## src/rtl/fetch_unit.sv

```systemverilog
// Instruction fetch stage: one outstanding imem request, output register plus one-entry skid.
// Optional misaligned-redirect trap enabled by defining FETCH_MISALIGN_CHK_EN.
module fetch_unit #(
  parameter logic [31:0] RESET_PC = 32'h0000_0000
) (
  input  logic        i_clk,
  input  logic        i_rst,
  input  logic        i_stall,
  input  logic        i_redirect,
  input  logic [31:0] i_redirect_pc,
  output logic        o_imem_req,
  output logic [31:0] o_imem_addr,
  input  logic        i_imem_ack,
  input  logic [31:0] i_imem_rdata,
  output logic [31:0] o_instr,
  output logic [31:0] o_pc,
  output logic [31:0] o_pc_four,
  output logic        o_valid,
  output logic        o_misalign
);

  localparam logic [31:0] NOP = 32'h0000_0013;

  typedef enum logic [1:0] {StFetch, StKill, StFull, StErr} state_e;

  state_e      state_q;
  logic [31:0] pc_q;
  logic [31:0] kill_addr_q;
  logic        first_q;
  logic        valid_q;
  logic [31:0] instr_q;
  logic [31:0] opc_q;
  logic [31:0] opc4_q;
  logic [31:0] skid_instr_q;
  logic [31:0] skid_pc_q;

  logic        ack;
  logic        consume;
  logic        redir_bad;
  logic [31:0] redir_pc;
  logic [31:0] pc_plus4;

  // An ack in the first cycle after reset belongs to an abandoned request.
  assign ack      = i_imem_ack & ~first_q;
  assign consume  = valid_q & ~i_stall;
  assign pc_plus4 = pc_q + 32'd4;

`ifdef FETCH_MISALIGN_CHK_EN
  logic misalign_q;

  assign redir_bad = |i_redirect_pc[1:0];
  assign redir_pc  = i_redirect_pc;

  always_ff @(posedge i_clk) begin
    if (i_rst) begin
      misalign_q <= 1'b0;
    end else if (i_redirect) begin
      misalign_q <= redir_bad;
    end
  end

  assign o_misalign = misalign_q;
`else
  assign redir_bad  = 1'b0;
  assign redir_pc   = i_redirect_pc & 32'hFFFF_FFFC;
  assign o_misalign = 1'b0;
`endif

  always_ff @(posedge i_clk) begin
    if (i_rst) begin
      state_q      <= StFetch;
      pc_q         <= RESET_PC;
      kill_addr_q  <= RESET_PC;
      first_q      <= 1'b1;
      valid_q      <= 1'b0;
      instr_q      <= NOP;
      opc_q        <= '0;
      opc4_q       <= '0;
      skid_instr_q <= NOP;
      skid_pc_q    <= '0;
    end else begin
      first_q <= 1'b0;
      if (i_redirect) begin
        valid_q      <= 1'b0;
        instr_q      <= NOP;
        skid_instr_q <= NOP;
        skid_pc_q    <= '0;
        pc_q         <= redir_pc;
        if (redir_bad) begin
          state_q <= StErr;
        end else begin
          unique case (state_q)
            StFetch: begin
              // Remember the in-flight address so it stays on the bus until its ack.
              kill_addr_q <= pc_q;
              state_q     <= ack ? StFetch : StKill;
            end
            StKill:  state_q <= ack ? StFetch : StKill;
            default: state_q <= StFetch;
          endcase
        end
      end else begin
        unique case (state_q)
          StFetch: begin
            if (ack) begin
              pc_q <= pc_plus4;
              if (valid_q && i_stall) begin
                skid_instr_q <= i_imem_rdata;
                skid_pc_q    <= pc_q;
                state_q      <= StFull;
              end else begin
                instr_q <= i_imem_rdata;
                opc_q   <= pc_q;
                opc4_q  <= pc_plus4;
                valid_q <= 1'b1;
              end
            end else if (consume) begin
              valid_q <= 1'b0;
            end
          end
          StKill: begin
            if (ack) begin
              state_q <= StFetch;
            end
            if (consume) begin
              valid_q <= 1'b0;
            end
          end
          StFull: begin
            if (consume) begin
              instr_q <= skid_instr_q;
              opc_q   <= skid_pc_q;
              opc4_q  <= skid_pc_q + 32'd4;
              state_q <= StFetch;
            end
          end
          default: ;
        endcase
      end
    end
  end

  assign o_imem_req  = ((state_q == StFetch) || (state_q == StKill)) && !i_rst;
  assign o_imem_addr = (state_q == StKill) ? kill_addr_q : pc_q;
  assign o_valid     = valid_q;
  assign o_instr     = instr_q;
  assign o_pc        = opc_q;
  assign o_pc_four   = opc4_q;

endmodule

```

## config.mk

```make
export PLATFORM = sky130hd
export DESIGN_NAME = fetch_unit
export DESIGN_NICKNAME = d
export VERILOG_FILES = /design/src/rtl/fetch_unit.sv
export SDC_FILE = /design/constraint.sdc
export NUM_CORES = 1
export LEC_CHECK = 0
export CAP_MARGIN = 20
export CORE_ASPECT_RATIO = 0.9
export CORE_MARGIN = 5
export CORE_UTILIZATION = 30
export CTS_BUF_LIST = sky130_fd_sc_hd__clkbuf_16
export DETAILED_ROUTE_END_ITERATION = 6
export HOLD_SLACK_MARGIN = 0.1
export PLACE_DENSITY = 0.62
export SETUP_SLACK_MARGIN = 0.05
export SYNTH_ARGS = -nofsm -noshare
export SYNTH_HDL_FRONTEND = slang
export SYNTH_SLANG_ARGS = --single-unit
```

## constraint.sdc

```tcl
create_clock -name i_clk -period 5.67 [get_ports i_clk]
set_input_delay 1.4175 -clock i_clk [delete_from_list [all_inputs] [get_ports i_clk]]
set_output_delay 1.4175 -clock i_clk [all_outputs]
set_load 0.005 [all_outputs]
```

; Yosys cells after proc, flatten, opt, wreduce, memory -nomap -nowiden
; Index checks and enable logic that the tools add are counted.
[op_classes]
n_addsub = 2
n_eq_ne = 10
n_mux = 29
n_bitwise = 5
n_reduce_logical = 20
[ops]
columns = operator, count
row1 = $mux W32, 13
row2 = $pmux W32 S2, 3
row3 = $add A32 B3 Y32 const B, 2
row4 = $ne A3 B3 Y1 const B, 5
row5 = $mux W2, 5
row6 = $reduce_and A5 Y1, 2
row7 = $reduce_and A2 Y1, 4
row8 = $reduce_bool A2 Y1, 4
row9 = $mux W1, 6
row10 = $ne A2 B2 Y1 const B, 3
row11 = $pmux W2 S3, 1
row12 = $reduce_and A4 Y1, 1
row13 = $reduce_bool A4 Y1, 1
row14 = $reduce_or A2 Y1, 2
row15 = $not A1 Y1, 3
row16 = $reduce_and A3 Y1, 1
row17 = $and A1 B1 Y1, 2
row18 = $eq A2 B1 Y1 const B, 1
row19 = $eq A2 B2 Y1 const B, 1
row20 = $logic_and A1 B1 Y1, 2
row21 = $logic_not A2 Y1, 1
row22 = $pmux W1 S2, 1
row23 = $logic_not A1 Y1, 1
row24 = $logic_or A1 B1 Y1, 1
[word_totals]
ff_bits = 228
input_bits = 69
out_inout_bits = 131
elab_cells = 77

; Logic depth before layout (Yosys ltp)
; Gate-level depths: netlist (run 1).
[logic_depth]
depth_word = 5
mapped_depth = 10
ltp_nobuf = 7

; Least setup slack after synthesis (run 1)
; OpenSTA, ideal clock, no wires.
[synth_timing]
path_kind = input port to output port
from = in i_rst
to = out o_imem_req
t_arrival_ps = 2039
required_ps = 4253
setup_slack_ps = 2214
path_stages = 3
cell_sequence = clkbuf_1 -> clkbuf_1 -> nor2_1
[synth_between]
elab_chain_len = 2
[synth_rtl]
columns = item, line_no
row1 = from (decl), 7  ; input logic i_rst,
row2 = $logic_not A1 Y1, 143  ; assign o_imem_req = ((state_q == StFetch) || (state_q == StKill)) && !i_rst;
row3 = $logic_and A1 B1 Y1, 143
row4 = to (decl), 11  ; output logic o_imem_req,
; Every way passes these cells.

; Worst setup path in the final report (run 1)
[layout_timing]
from = reg state_q[1]
to = out o_imem_addr[6]
[layout_between]
elab_chain_len = 2
[layout_rtl]
columns = item, line_no
row1 = from (decl), 26  ; state_e state_q;
row2 = from (signal assigned), 71  ; state_q <= StFetch;
row3 = from (signal assigned), 90  ; state_q <= StErr;
row4 = from (signal assigned), 96  ; state_q <= ack ? StFetch : StKill;
row5 = $eq A2 B1 Y1, 144  ; assign o_imem_addr = (state_q == StKill) ? kill_addr_q : pc_q;
row6 = $mux W32, 144
row7 = to (decl), 12  ; output logic [31:0] o_imem_addr,
; Every way passes these cells.

==> results.toml, run 1 <==
[clock_tree]
clockRootBuffer = "clkbuf_16"
worstSkewPairLatency_ns = 0.53
cts-buffers-inserted = 25
cts_setup_buffers = 0
cts_sinks = 218
postCtsHoldBufs = 0
cts.htree.levels = 1
cts_resized = 0
cts.path.max_buffers = 3
cts_tree = "done"
clk_pin_slew_worst_paths_ns = 0.06

[global_route]
grt_antenna_before_repair = 0
grt_max_degree = 72
grt.total_usage = 0.164
grt_overflow = 0
grt_first_pass_wirelength_um = 53200
grt_pass1_vias = 9155

[floorplan]
core-area_um2 = 35200
die_width_um = 210
ios = 200
core.rowCount = 65
start_util = 0.305
die_h_um = 190
die_area_um2 = 39800

[timing]
period_minus_slack_ns = 4.34
setup_violations = 0
worstMarginPinSlew_ns = 1.08
fin_tns_setup_ns = 0
finalClockSkew_ns = 0.0174
maxSlewHeadroom = 0.275
final_hold_viol_count = 0
period_share = 0.765
setup_ws_ns = 1.33
rsz0062_at_grt = "false"
drv_slew = 0
max_freq_ghz = 0.230

[worst_hold_path]
hold_path_startpoint = "o_pc_four[26]"
hp-class = "flip-flop to flip-flop"
hold_path_depth = 2

[place]
hpwlAfterDp_um = 24300
place.gp.congestion = 0.916
io_buffers = 190
post-place-ws_ns = 1.59

[critical_path]
critPathKind = "flip-flop to primary output"
cp.required_ns = 4.25
worstRegToRegCells = 8
rr_startpoint = "state_q[0]"
arrival_ns = 2.92
cp-startpoint = "state_q[1]"
slowest_stage = "ha_1"
cp-start-kind = "flip-flop"
end_kind = "primary output"
crit_path_cell_trace = "inv_1 -> ha_1 -> buf_4 -> mux2_2 -> clkdlybuf4s50_1"
slowest_delay_ns = 0.70
worstPathMaxFanout = 18

[routing]
via_per_inst = 5.17
avgRoutedWirePerCell_um = 18.3
ant_nets = 0
drt_wl_total_um = 34600
vias = 9798
post-route-drc-count = 0
dr.first_iter.drc_count = 816
first_pass_iters = 5

[cells_and_area]
drive_gt1_frac = 0.0674
final_cell_mix = "nand2_1, dfxtp_1, clkdlybuf4s50_1, a21oi_1, nor2_1"
layout_commonest_cell = "nand2_1"
area_delta_synth_final_pct = 25.9
n_antenna_cell = 0
nets = 1486

[run]
drv_cap = 0

[synth]
synth-seq-area-share = 0.406
postSynthAreaPerCell_um2 = 8.16
synthArstFlopShare = 0
synth.distinct_cells = 61
ys_ff_latch = 218
syn_inst = 1318
ys.flop_type = "dfxtp_1"
yosysWarnings = 0
synth_edf_count = 0
syn_area_um2 = 10800

[power]
ir_worst_vdd_mv = 0.191
cellPowerDensity_nw_per_um2 = 274
leakagePower_nw = 4.22

[run_status]
status = "completed"
-- synth_stat cells (3+ instances only) --
cell type	number	share of area
nand2_1	258	0.090
ha_1	5	0.0058
o21ai_0	24	0.011
buf_4	13	0.0091
o31ai_1	15	0.010
nor4_1	16	0.0093
mux2i_1	68	0.063
inv_1	6	0.0021
buf_2	20	0.0093
or3_1	18	0.010
o211ai_1	6	0.0042
and4_1	3	0.0024
a21oi_1	104	0.048
xnor2_1	27	0.022
nand4_1	19	0.011
nor3_1	30	0.014
a32o_1	8	0.0074
a211oi_1	73	0.051
clkbuf_1	90	0.031
nand3_1	45	0.021
xor2_1	17	0.014
o21a_1	9	0.0063
dfxtp_1	218	0.41
a22o_1	4	0.0033
buf_6	4	0.0042
nor4_2	6	0.0070
buf_1	13	0.0045
mux2_2	28	0.029
nor2_1	98	0.034
a311oi_1	6	0.0049
o31a_1	7	0.0057
a31oi_1	3	0.0017
nand2b_1	4	0.0023
or4_1	19	0.013
-- metrics by stage --
step | power [mW] | std cells | util | hold WS (ns) | instance area, µm²
after CTS | 3.75 | 1894 | 0.385 | 0.452 | 13500
after detailed placement | 2.19 | 1854 | 0.363 | 0.438 | 12800
after global routing | 3.86 | 1894 | 0.385 | 0.466 | 13500
after global placement | 2.18 | 1854 | 0.363 | 0.438 | 12800
after floorplan | 1.94 | 1324 | - | 0.433 | 10800
final | 3.71 | 1894 | 0.385 | 0.451 | 13500
-- worst paths after layout --
check	endpoint	slack (ns)
max	o_imem_addr[6]	1.33
min	o_pc_four[26]	0.45
max reg2reg	o_pc_four[27]	2.51
min reg2reg	o_pc_four[26]	0.45
-- power by group --
group / internal, mW / switching [mW]
clock: 0.923 / 0.627
combinational: 0.238 / 0.241
sequential: 1.60 / 0.0819
total: 2.76 / 0.950
-- sequential cells by signal, indices dropped and copies added (netlist names) --
register,cells
o_valid,1
skid_pc_q,30
kill_addr_q,30
o_instr,32
pc_q,30
first_q,1
skid_instr_q,32
o_pc,30
o_pc_four,30
state_q,2
-- area by class of cell --
type / instances / area (µm²)
flip-flops and latches: 218 / 4360
fillers: 3505 / 21700
repair buffers: 202 / 2000
well taps: 469 / 587
inverters: 8 / 30.0
multi-input cells: 957 / 5800
clock inverters: 15 / 138
clock buffers: 25 / 626
-- routing by layer --
metal | global-route usage | part of all wire | up-vias | wire (µm)
met5 | 0 | 0 | - | 0
met4 | 0.0577 | 0.039 | 0 | 1340
met3 | 0.0267 | 0.058 | 74 | 2000
met2 | 0.238 | 0.42 | 294 | 14400
met1 | 0.245 | 0.49 | 4610 | 16800
li1 | - | - | 4820 | -
-- worst max-delay path, delay by kind of cell, from the launching register on --
kind | cells | cell delay, ns
buffers and inverters | 3 | 0.96
adders and majority gates | 1 | 0.70
muxes | 1 | 0.39
DFF | 1 | 0.34
-- kinds of logic after synthesis --
family	synth area share
compound gates	0.165
mux	0.0926
fa+ha+maj	0.00582
xor+xnor	0.0358
buf+inv	0.0618
flops	0.406
simple gates	0.233
other cells	0.000349
Note: power is estimated with default switching activity, not from simulation.
==> inputs of run 2 (changes only) <==
==> constraint.sdc (replaced) <==
create_clock -name i_clk -period 4.29 [get_ports i_clk]
set_input_delay 1.0725 -clock i_clk [delete_from_list [all_inputs] [get_ports i_clk]]
set_output_delay 1.0725 -clock i_clk [all_outputs]
set_load 0.005 [all_outputs]
==> results.toml, run 2 (synthesis results as in run 1) <==
[cells_and_area]
final_cells = 1906
nets = 1493
n_antenna_cell = 0
final_cell_mix = "nand2_1, dfxtp_1, clkdlybuf4s50_1, a21oi_1, nor2_1"
area_delta_synth_final_pct = 26.6
drive_gt1_frac = 0.0765
layout_commonest_cell = "nand2_1"
fin_area_um2 = 13600

[run_status]
status = "completed"

[clock_tree]
cts.path.max_buffers = 3
cts_resized = 0
cts-buffers-inserted = 26
worstSkewPairLatency_ns = 0.53
postCtsHoldBufs = 0
cts_sinks = 218
cts_setup_buffers = 0
cts_tree = "done"
clockRootBuffer = "clkbuf_16"
clk_pin_slew_worst_paths_ns = 0.06
cts.htree.levels = 1

[floorplan]
start_util = 0.305
core-area_um2 = 35200
core.rowCount = 65
die_area_um2 = 39800
die_width_um = 210
ios = 200
die_h_um = 190

[routing]
dr.first_iter.drc_count = 782
first_pass_iters = 7
avgRoutedWirePerCell_um = 18.0
ant_nets = 0
drt_wl_total_um = 34400
vias = 9776
post-route-drc-count = 0
via_per_inst = 5.13

[critical_path]
cp-start-kind = "flip-flop"
r2r_slack_ns = 1.20
crit_end = "o_imem_addr[13]"
cp-startpoint = "state_q[1]"
rr_startpoint = "pc_q[3]"
critPathKind = "flip-flop to primary output"
worstReg2RegEnd = "o_pc_four[24]"
arrival_ns = 2.43
end_kind = "primary output"
cp.required_ns = 3.22
worstPathMaxFanout = 35
worstRegToRegCells = 6

[place]
hpwlAfterDp_um = 24200
dpl_cell_area_um2 = 12800
place_inst = 1860
io_buffers = 190
place.gp.congestion = 0.892

[timing]
period_minus_slack_ns = 3.50
max_freq_ghz = 0.286
maxSlewHeadroom = 0.277
period_share = 0.816
setup_violations = 0
final_hold_viol_count = 0
fin_tns_setup_ns = 0
worstMarginPinSlew_ns = 1.08
drv_slew = 0
rsz0062_at_grt = "false"
finalClockSkew_ns = 0.0258

[worst_hold_path]
hp-class = "flip-flop to flip-flop"
hold_path_startpoint = "kill_addr_q[11]"

[global_route]
grt.total_usage = 0.162
use_met2 = 0.244
grt_first_pass_wirelength_um = 52600
grt_overflow = 0
met1_usage = 0.243
busiest_layer = "met2"
grt_max_degree = 72
grt_pass1_vias = 8989
grt_use_met3 = 0.0223
grt_antenna_before_repair = 0

[power]
ir_worst_vdd_mv = 0.212
cellPowerDensity_nw_per_um2 = 361
leakagePower_nw = 4.27

[run]
drv_cap = 0
run 2: cell count changes in the layout (fill, tap and decap cells not counted), sizes merged:
cell	change
buf	+6
bufinv	-2
clkbuf	+2
clkinv	+8
inv	-2
run 2: metal layers:
metal	wire (µm)	vias to the layer above
met4	925	0
met2	14700	317
li1	-	4837
met5	0	-
met1	16800	4575
met3	1900	47
run 2: how the worst min path moves through the flow:
stage                             endpoint  depth (start not counted)  slack [ns]
after floorplan            kill_addr_q[10]                          2        0.43
after global routing         o_pc_four[26]                          2        0.47
after global placement     kill_addr_q[21]                          2        0.44
after CTS                 skid_instr_q[19]                          2        0.45
after detailed placement     o_pc_four[26]                          2        0.44
final                      kill_addr_q[11]                          2        0.45
run 2: power by group:
group / switching [mW] / total, mW / internal [mW]
sequential: 0.108 / 2.22 / 2.11
clock: 0.879 / 2.07 / 1.20
combinational: 0.316 / 0.632 / 0.316
run 2: critical path: stages (launching register included):
cell and delay (ns):
dfxtp_1 0.35, inv_1 0.10, ha_1 0.16, buf_4 0.40
mux2_2 0.42, clkdlybuf4s50_1 0.46
run 2: area by class of cell:
| class | count | area, µm² |
|---|---|---|
| fill | 3540 | 21600 |
| inverter | 8 | 30.0 |
| tap | 469 | 587 |
| multi-input combinational | 957 | 5800 |
| timing repair buffer | 208 | 2050 |
| clock inverter | 19 | 121 |
| clock buffer | 27 | 676 |
| sequential | 218 | 4360 |
run 2: metrics by stage:
step	hold WS, ns	utilization	worst slack (ns)	total power [mW]
floorplan	0.433	-	1.52	2.56
global placement	0.438	0.364	1.00	2.88
detailed placement	0.442	0.364	0.975	2.89
CTS	0.454	0.387	0.777	4.97
global route	0.471	0.387	0.722	5.12
finish	0.451	0.387	0.789	4.92
